[src/rtl/uart_tx_arbiter.sv]
// Arbitrates an echo-byte FIFO and a switch-status message onto a single UART transmitter.
// Define UART_TX_CRLF_EN to insert CR (8'h0D) before the trailing LF of the status message.
module uart_tx_arbiter #(
    parameter int unsigned FIFO_DEPTH = 4
) (
    input  logic       clk,
    input  logic       rst,
    input  logic       echo_push,
    input  logic [7:0] echo_data,
    output logic       echo_full,
    input  logic       msg_req,
    input  logic       sw_mode,
    input  logic       sw_sel_mode,
    input  logic       sw_sel_display,
    output logic       msg_busy,
    output logic       tx_start,
    output logic [7:0] tx_data,
    input  logic       tx_done
);

    localparam int unsigned PTR_W = (FIFO_DEPTH > 1) ? $clog2(FIFO_DEPTH) : 1;
    localparam int unsigned CNT_W = PTR_W + 1;
    localparam int unsigned IDX_W = 3;
`ifdef UART_TX_CRLF_EN
    localparam int unsigned MSG_LEN = 6;
`else
    localparam int unsigned MSG_LEN = 5;
`endif

    typedef enum logic [1:0] {
        IDLE  = 2'd0,
        START = 2'd1,
        WAIT  = 2'd2
    } state_t;

    state_t state, state_next;

    logic [7:0]       mem [FIFO_DEPTH];
    logic [PTR_W-1:0] wr_ptr, rd_ptr;
    logic [CNT_W-1:0] count, count_next;
    logic             echo_pend;
    logic             push_ok;
    logic             pop;

    logic             snap_mode, snap_sel_mode, snap_sel_display;
    logic             grant_msg, grant_msg_next;
    logic [IDX_W-1:0] msg_idx, idx_next;
    logic             rr_msg_last, rr_msg_next;
    logic             msg_done;
    logic [7:0]       data_next;

    // Status message byte at position idx, built from the switch snapshot
    function automatic logic [7:0] msg_byte(input logic [IDX_W-1:0] idx,
                                            input logic m, input logic s, input logic d);
        logic [7:0] b;
        case (idx)
            3'd0:    b = 8'h53;
            3'd1:    b = 8'h30 + {7'd0, m};
            3'd2:    b = 8'h30 + {7'd0, s};
            3'd3:    b = 8'h30 + {7'd0, d};
`ifdef UART_TX_CRLF_EN
            3'd4:    b = 8'h0D;
            3'd5:    b = 8'h0A;
`else
            3'd4:    b = 8'h0A;
`endif
            default: b = 8'h00;
        endcase
        return b;
    endfunction

    assign echo_pend  = (count != '0);
    // A full FIFO still accepts a push when a pop frees a slot in the same cycle
    assign push_ok    = echo_push && ((count != CNT_W'(FIFO_DEPTH)) || pop);
    assign count_next = count + CNT_W'(push_ok) - CNT_W'(pop);

    always_ff @(posedge clk) begin
        if (rst) begin
            state <= IDLE;
        end else begin
            state <= state_next;
        end
    end

    always_comb begin
        state_next     = state;
        grant_msg_next = grant_msg;
        data_next      = tx_data;
        idx_next       = msg_idx;
        rr_msg_next    = rr_msg_last;
        pop            = 1'b0;
        msg_done       = 1'b0;
        case (state)
            IDLE: begin
                // In IDLE a set msg_busy means the message has not started yet
                if (echo_pend && (!msg_busy || rr_msg_last)) begin
                    grant_msg_next = 1'b0;
                    data_next      = mem[rd_ptr];
                    pop            = 1'b1;
                    rr_msg_next    = 1'b0;
                    state_next     = START;
                end else if (msg_busy) begin
                    grant_msg_next = 1'b1;
                    data_next      = msg_byte(3'd0, snap_mode, snap_sel_mode, snap_sel_display);
                    idx_next       = 3'd1;
                    rr_msg_next    = 1'b1;
                    state_next     = START;
                end
            end
            START: begin
                state_next = WAIT;
            end
            WAIT: begin
                if (tx_done) begin
                    if (grant_msg && (msg_idx < IDX_W'(MSG_LEN))) begin
                        data_next  = msg_byte(msg_idx, snap_mode, snap_sel_mode, snap_sel_display);
                        idx_next   = msg_idx + 3'd1;
                        state_next = START;
                    end else begin
                        msg_done   = grant_msg;
                        state_next = IDLE;
                    end
                end
            end
            default: begin
                state_next = IDLE;
            end
        endcase
    end

    // Transmit-side registers: start pulse, held byte, grant and message progress
    always_ff @(posedge clk) begin
        if (rst) begin
            tx_start    <= 1'b0;
            tx_data     <= 8'h00;
            grant_msg   <= 1'b0;
            msg_idx     <= '0;
            rr_msg_last <= 1'b1;
        end else begin
            tx_start    <= (state_next == START);
            tx_data     <= data_next;
            grant_msg   <= grant_msg_next;
            msg_idx     <= idx_next;
            rr_msg_last <= rr_msg_next;
        end
    end

    // Message request acceptance and switch snapshot
    always_ff @(posedge clk) begin
        if (rst) begin
            msg_busy         <= 1'b0;
            snap_mode        <= 1'b0;
            snap_sel_mode    <= 1'b0;
            snap_sel_display <= 1'b0;
        end else if (msg_done) begin
            msg_busy <= 1'b0;
        end else if (msg_req && !msg_busy) begin
            msg_busy         <= 1'b1;
            snap_mode        <= sw_mode;
            snap_sel_mode    <= sw_sel_mode;
            snap_sel_display <= sw_sel_display;
        end
    end

    // Echo FIFO pointers and occupancy
    always_ff @(posedge clk) begin
        if (rst) begin
            wr_ptr    <= '0;
            rd_ptr    <= '0;
            count     <= '0;
            echo_full <= 1'b0;
        end else begin
            if (push_ok) begin
                wr_ptr <= wr_ptr + PTR_W'(1);
            end
            if (pop) begin
                rd_ptr <= rd_ptr + PTR_W'(1);
            end
            count     <= count_next;
            echo_full <= (count_next == CNT_W'(FIFO_DEPTH));
        end
    end

    always_ff @(posedge clk) begin
        if (push_ok) begin
            mem[wr_ptr] <= echo_data;
        end
    end

endmodule

[config.mk]
export PLATFORM = sky130hd
export DESIGN_NAME = uart_tx_arbiter
export DESIGN_NICKNAME = d
export VERILOG_FILES = /design/src/rtl/uart_tx_arbiter.sv
export SDC_FILE = /design/constraint.sdc
export NUM_CORES = 1
export LEC_CHECK = 0
export CAP_MARGIN = 20
export CORE_UTILIZATION = 49
export CTS_BUF_LIST = sky130_fd_sc_hd__clkbuf_4 sky130_fd_sc_hd__clkbuf_8
export DETAILED_ROUTE_END_ITERATION = 8
export PLACE_DENSITY_LB_ADDON = 0.15
export SETUP_SLACK_MARGIN = 0.2
export SYNTH_ARGS = -nofsm -noshare
export SYNTH_HDL_FRONTEND = slang
export SYNTH_SLANG_ARGS = --single-unit
[constraint.sdc]
create_clock -name clk -period 2.15 [get_ports clk]
set_input_delay 0.215 -clock clk [delete_from_list [all_inputs] [get_ports clk]]
set_output_delay 0.215 -clock clk [all_outputs]
set_load 0.01 [all_outputs]
==> reports/results.md <==
| Stage | Result | Reported |
| --- | --- | --- |
| sta | Crit path setup slack, layout | -45.5 ps |
| critical path | Crit path launch type | flip-flop |
| floorplanning | Floorplan die width | 76.3 µm |
| yosys | Post-synth top cells | sky130_fd_sc_hd__edfxtp_1, sky130_fd_sc_hd__dfxtp_1, sky130_fd_sc_hd__nor2_1 |
| route | Number of vias in the routed layout | 1760 |
| yosys | Library cells used by synthesis | 50 |
| sta | Worst Tran Pin Value | 544 ps |
| yosys | Fraction of synthesized cell area taken by the top area cell type | 35.5% |
| floorplanning | Placeable Area | 0.00520 mm² |
| finish | Nets | 282 |
| min path | Class of the worst hold path | flip-flop to flip-flop |
| route | Number of detailed-route iterations in the first pass | 4 |
| critical path | Largest fanout on the critical path | 2 |
| yosys | Most area-consuming cells after synthesis | sky130_fd_sc_hd__edfxtp_1, sky130_fd_sc_hd__dfxtp_1, sky130_fd_sc_hd__mux4_2 |
| route | Routed length per placed instance | 15.4 µm |
| route | Sum of routed wire segments on met1 | 2.47 mm |
| floorplanning | Initial core utilization | 52.0% |
| route | DRC violation count after routing | 0 |
| route | Wire length after detailed routing | 5.05 mm |
| global routing | Number of global-route vias before repair | 1738 |
| sta | Crit path time final | 2200 ps |
| pwr | Leakage power | 1.25 nW |
| global routing | Total overflow reported by the global router | 0 |
| clock tree | CTS Buffer Depth | 2 |
| sta | Final Setup Violations | 2 |
| sta | Hold violation count in the final report | 0 |
| yosys | Library cell with the highest instance count after synthesis | sky130_fd_sc_hd__edfxtp_1 |
| sta | Worst slew slack as a fraction of its limit | 63.4% |
| yosys | Warnings from Yosys | 0 |
| yosys | Average cell area after synthesis | 13.1 µm² |
| global routing | Initial antenna violation count | 0 |
| global routing | First-pass GRT wire length | 8.51 mm |
| global routing | Largest net degree at the start of global routing | 15 |
| yosys | Top FF cell, synth | sky130_fd_sc_hd__edfxtp_1 |
| yosys | Area leader, netlist | sky130_fd_sc_hd__edfxtp_1 |
| clock tree | Skew-Pair Late Insertion Delay | 340 ps |
| yosys | Share of synthesized flip-flops with an asynchronous set or reset | 0% |
| place | Worst setup slack before clock tree synthesis | -73.3 ps |
| critical path | Kind of capture point of the worst setup path | flip-flop |
| clock tree | Clock tree from TritonCTS | done |
| clock tree | CTS buffer count | 9 |
| sta | Final Cycle Share | 102% |
| route | Iter 0 DRT Violations | 86 |
| floorplanning | Die boundary height | 76.3 µm |
| finish | Layout cell share with drive strength beyond 1 | 25.1% |
| global routing | Overall routing resource usage | 19.5% |
| run | Max-capacitance violation count | 0 |
| pwr | IR drop worst, VDD | 619 µV |
| floorplanning | IO Pins | 27 |
| critical path | Endpoint arrival time on the critical path | 2460 ps |
| place | Half-perimeter wire length of the detailed placement result | 3.60 mm |
| floorplanning | Die area | 0.00582 mm² |
| floorplanning | Site row count | 26 |
| sta | Post-Route Setup TNS | -58.8 ps |
| clock tree | CTS Root Buffer Type | sky130_fd_sc_hd__clkbuf_8 |
| finish | Diodes inserted | 0 |
| finish | Growth of design area from synthesis to finish | 24.9% |
| sta | RSZ-0062 raised after global routing | yes |
| route | Antenna-violating nets left | 0 |
| place | PortBufs | 26 |
| yosys | Sequential element share of the synthesized area | 57.7% |
| sta | Top achievable clock speed | 0.455 GHz |
| yosys | Post-synthesis instance area | 0.00271 mm² |
| pwr | Total power per unit cell area | 1200 mW/mm² |
| place | Final weighted congestion in routability-driven placement | 0.777 |
| sta | Setup clock skew after layout | 8.41 ps |
| clock tree | Clock-pin slew of the registers on the worst-case setup and hold paths | 70 ps |
| route | Wire length on met3 | 134 µm |
| yosys | EDFF count, synth | 32 |
| yosys | Post-synthesis cell count | 206 |
| critical path | Endpoint required time on the critical path | 2410 ps |
| critical path | Crit path kind | flip-flop to flip-flop |
| clock tree | Number of clock sinks seen by CTS | 62 |
| yosys | Synthesized net count | 234 |
| route | Vias per std cell | 5.35 |
| route | Highest routed metal layer | met4 |
| route | Wire length on met2 | 2.38 mm |
| run status | Status | finished, violations left |
| run status | Violations in the final reports | setup timing |
| pwr | Overall Power | 4.05 mW |
| yosys | FF+latch count, synth | 62 |
| sta | Count of final max-slew check failures | 0 |
| clock tree | CTS H-tree lvls | 3 |
==> metrics by stage <==
| step | instance area [µm²] | util (%) | instances | hold WS, ps |
|---|---|---|---|---|
| global route | 3380 | 64.9 | 329 | 476 |
| finish | 3380 | 64.9 | 329 | 462 |
| floorplan | 2720 | - | 206 | 287 |
| CTS | 3350 | 64.4 | 328 | 462 |
| global placement | 3150 | 60.5 | 311 | 448 |
| detailed placement | 3150 | 60.5 | 311 | 447 |
==> power by group <==
group          internal, mW  switching, mW  total [mW]
Clock                 0.538          0.475        1.01
Sequential             1.46          0.154        1.62
Combinational         0.736          0.687        1.42
==> kinds of logic after synthesis <==
logic type	after synthesis	share of synthesized area [%]
DFF	62	57.7
xor gates and xnor gates	4	1.57
buffers and inverters	20	3.42
muxes	11	7.77
and+or+nand+nor	54	11.4
adders and majority gates	12	5.83
AOI/OAI and AO/OA	43	12.3
==> cells in the final DEF (no fill, tap or decap), types with 2 or more instances in the layout <==
master / synthesis / final
sky130_fd_sc_hd__edfxtp_1: 32 / 32
sky130_fd_sc_hd__dfxtp_1: 30 / 27
sky130_fd_sc_hd__clkdlybuf4s50_1: 0 / 26
sky130_fd_sc_hd__buf_4: 0 / 18
sky130_fd_sc_hd__nor2_1: 16 / 16
sky130_fd_sc_hd__inv_1: 13 / 13
sky130_fd_sc_hd__a21oi_1: 11 / 11
sky130_fd_sc_hd__ha_1: 11 / 10
sky130_fd_sc_hd__clkbuf_8: 0 / 9
sky130_fd_sc_hd__nand2_1: 8 / 8
sky130_fd_sc_hd__mux4_2: 8 / 8
sky130_fd_sc_hd__o21ai_1: 8 / 8
sky130_fd_sc_hd__and3_1: 5 / 5
sky130_fd_sc_hd__nor3_1: 5 / 5
sky130_fd_sc_hd__nand3_1: 5 / 5
sky130_fd_sc_hd__nor2b_1: 4 / 4
sky130_fd_sc_hd__mux2i_1: 3 / 3
sky130_fd_sc_hd__o21ai_0: 3 / 3
sky130_fd_sc_hd__nand2b_1: 2 / 2
sky130_fd_sc_hd__nand4_1: 2 / 2
sky130_fd_sc_hd__a21oi_2: 2 / 2
sky130_fd_sc_hd__o32ai_1: 2 / 2
sky130_fd_sc_hd__xnor2_2: 1 / 2
sky130_fd_sc_hd__clkinv_4: 0 / 2
sky130_fd_sc_hd__clkinv_2: 0 / 2
sky130_fd_sc_hd__dfxtp_2: 0 / 2
==> critical path, cell delays in order (launching register included) <==
cell and delay, ps:
sky130_fd_sc_hd__dfxtp_2 330, sky130_fd_sc_hd__and2b_2 220, sky130_fd_sc_hd__o311a_4 310, sky130_fd_sc_hd__nor2_1 80
sky130_fd_sc_hd__inv_1 50, sky130_fd_sc_hd__ha_1 270, sky130_fd_sc_hd__inv_1 60, sky130_fd_sc_hd__ha_2 160
sky130_fd_sc_hd__fa_2 440, sky130_fd_sc_hd__nor4_2 200
==> sequential cells by signal, indices dropped and copies added, names as in the netlist, named ones only <==
signal	flops
snap_sel_mode	1
tx_data	8
count	3
mem	32
snap_mode	1
rr_msg_last	1
msg_busy	1
grant_msg	1
tx_start	1
snap_sel_display	1
state	2
echo_full	1
msg_idx	3
wr_ptr	2
rd_ptr	2
==> final timing paths <==
kind,start,to,slack [ps],cells past startpoint
min,tx_data[2],tx_data[2],460,2
min reg2reg,tx_data[2],tx_data[2],460,2
max reg2reg,rr_msg_last,echo_full,-50,9
max,rr_msg_last,echo_full,-50,9
==> what timing repair did <==
action / CTS / global route
pin swaps: 0 / 0
setup buffers: 1 / 1
hold buffers: 0 / 0
endpoints found under the setup margin: 3 / 3
gates resized for setup: 1 / 3
==> metal layers <==
layer  up-vias  global-route usage, %
met4         0                   9.81
met2        27                   29.7
met1       851                   26.0
met3         8                   4.67
li1        874                      -
met5         -                      0
==> area by class of cell <==
cell class              instances  area (µm²)
clock buffers                   9         124
clock inverters                 7        73.8
fillers                       414        1830
inverters                      13        48.8
multi-input cells             124        1080
flip-flops and latches         62        1570
well taps                      70        87.6
repair buffers                 44         395
Power figures use the tool's default switching activity.
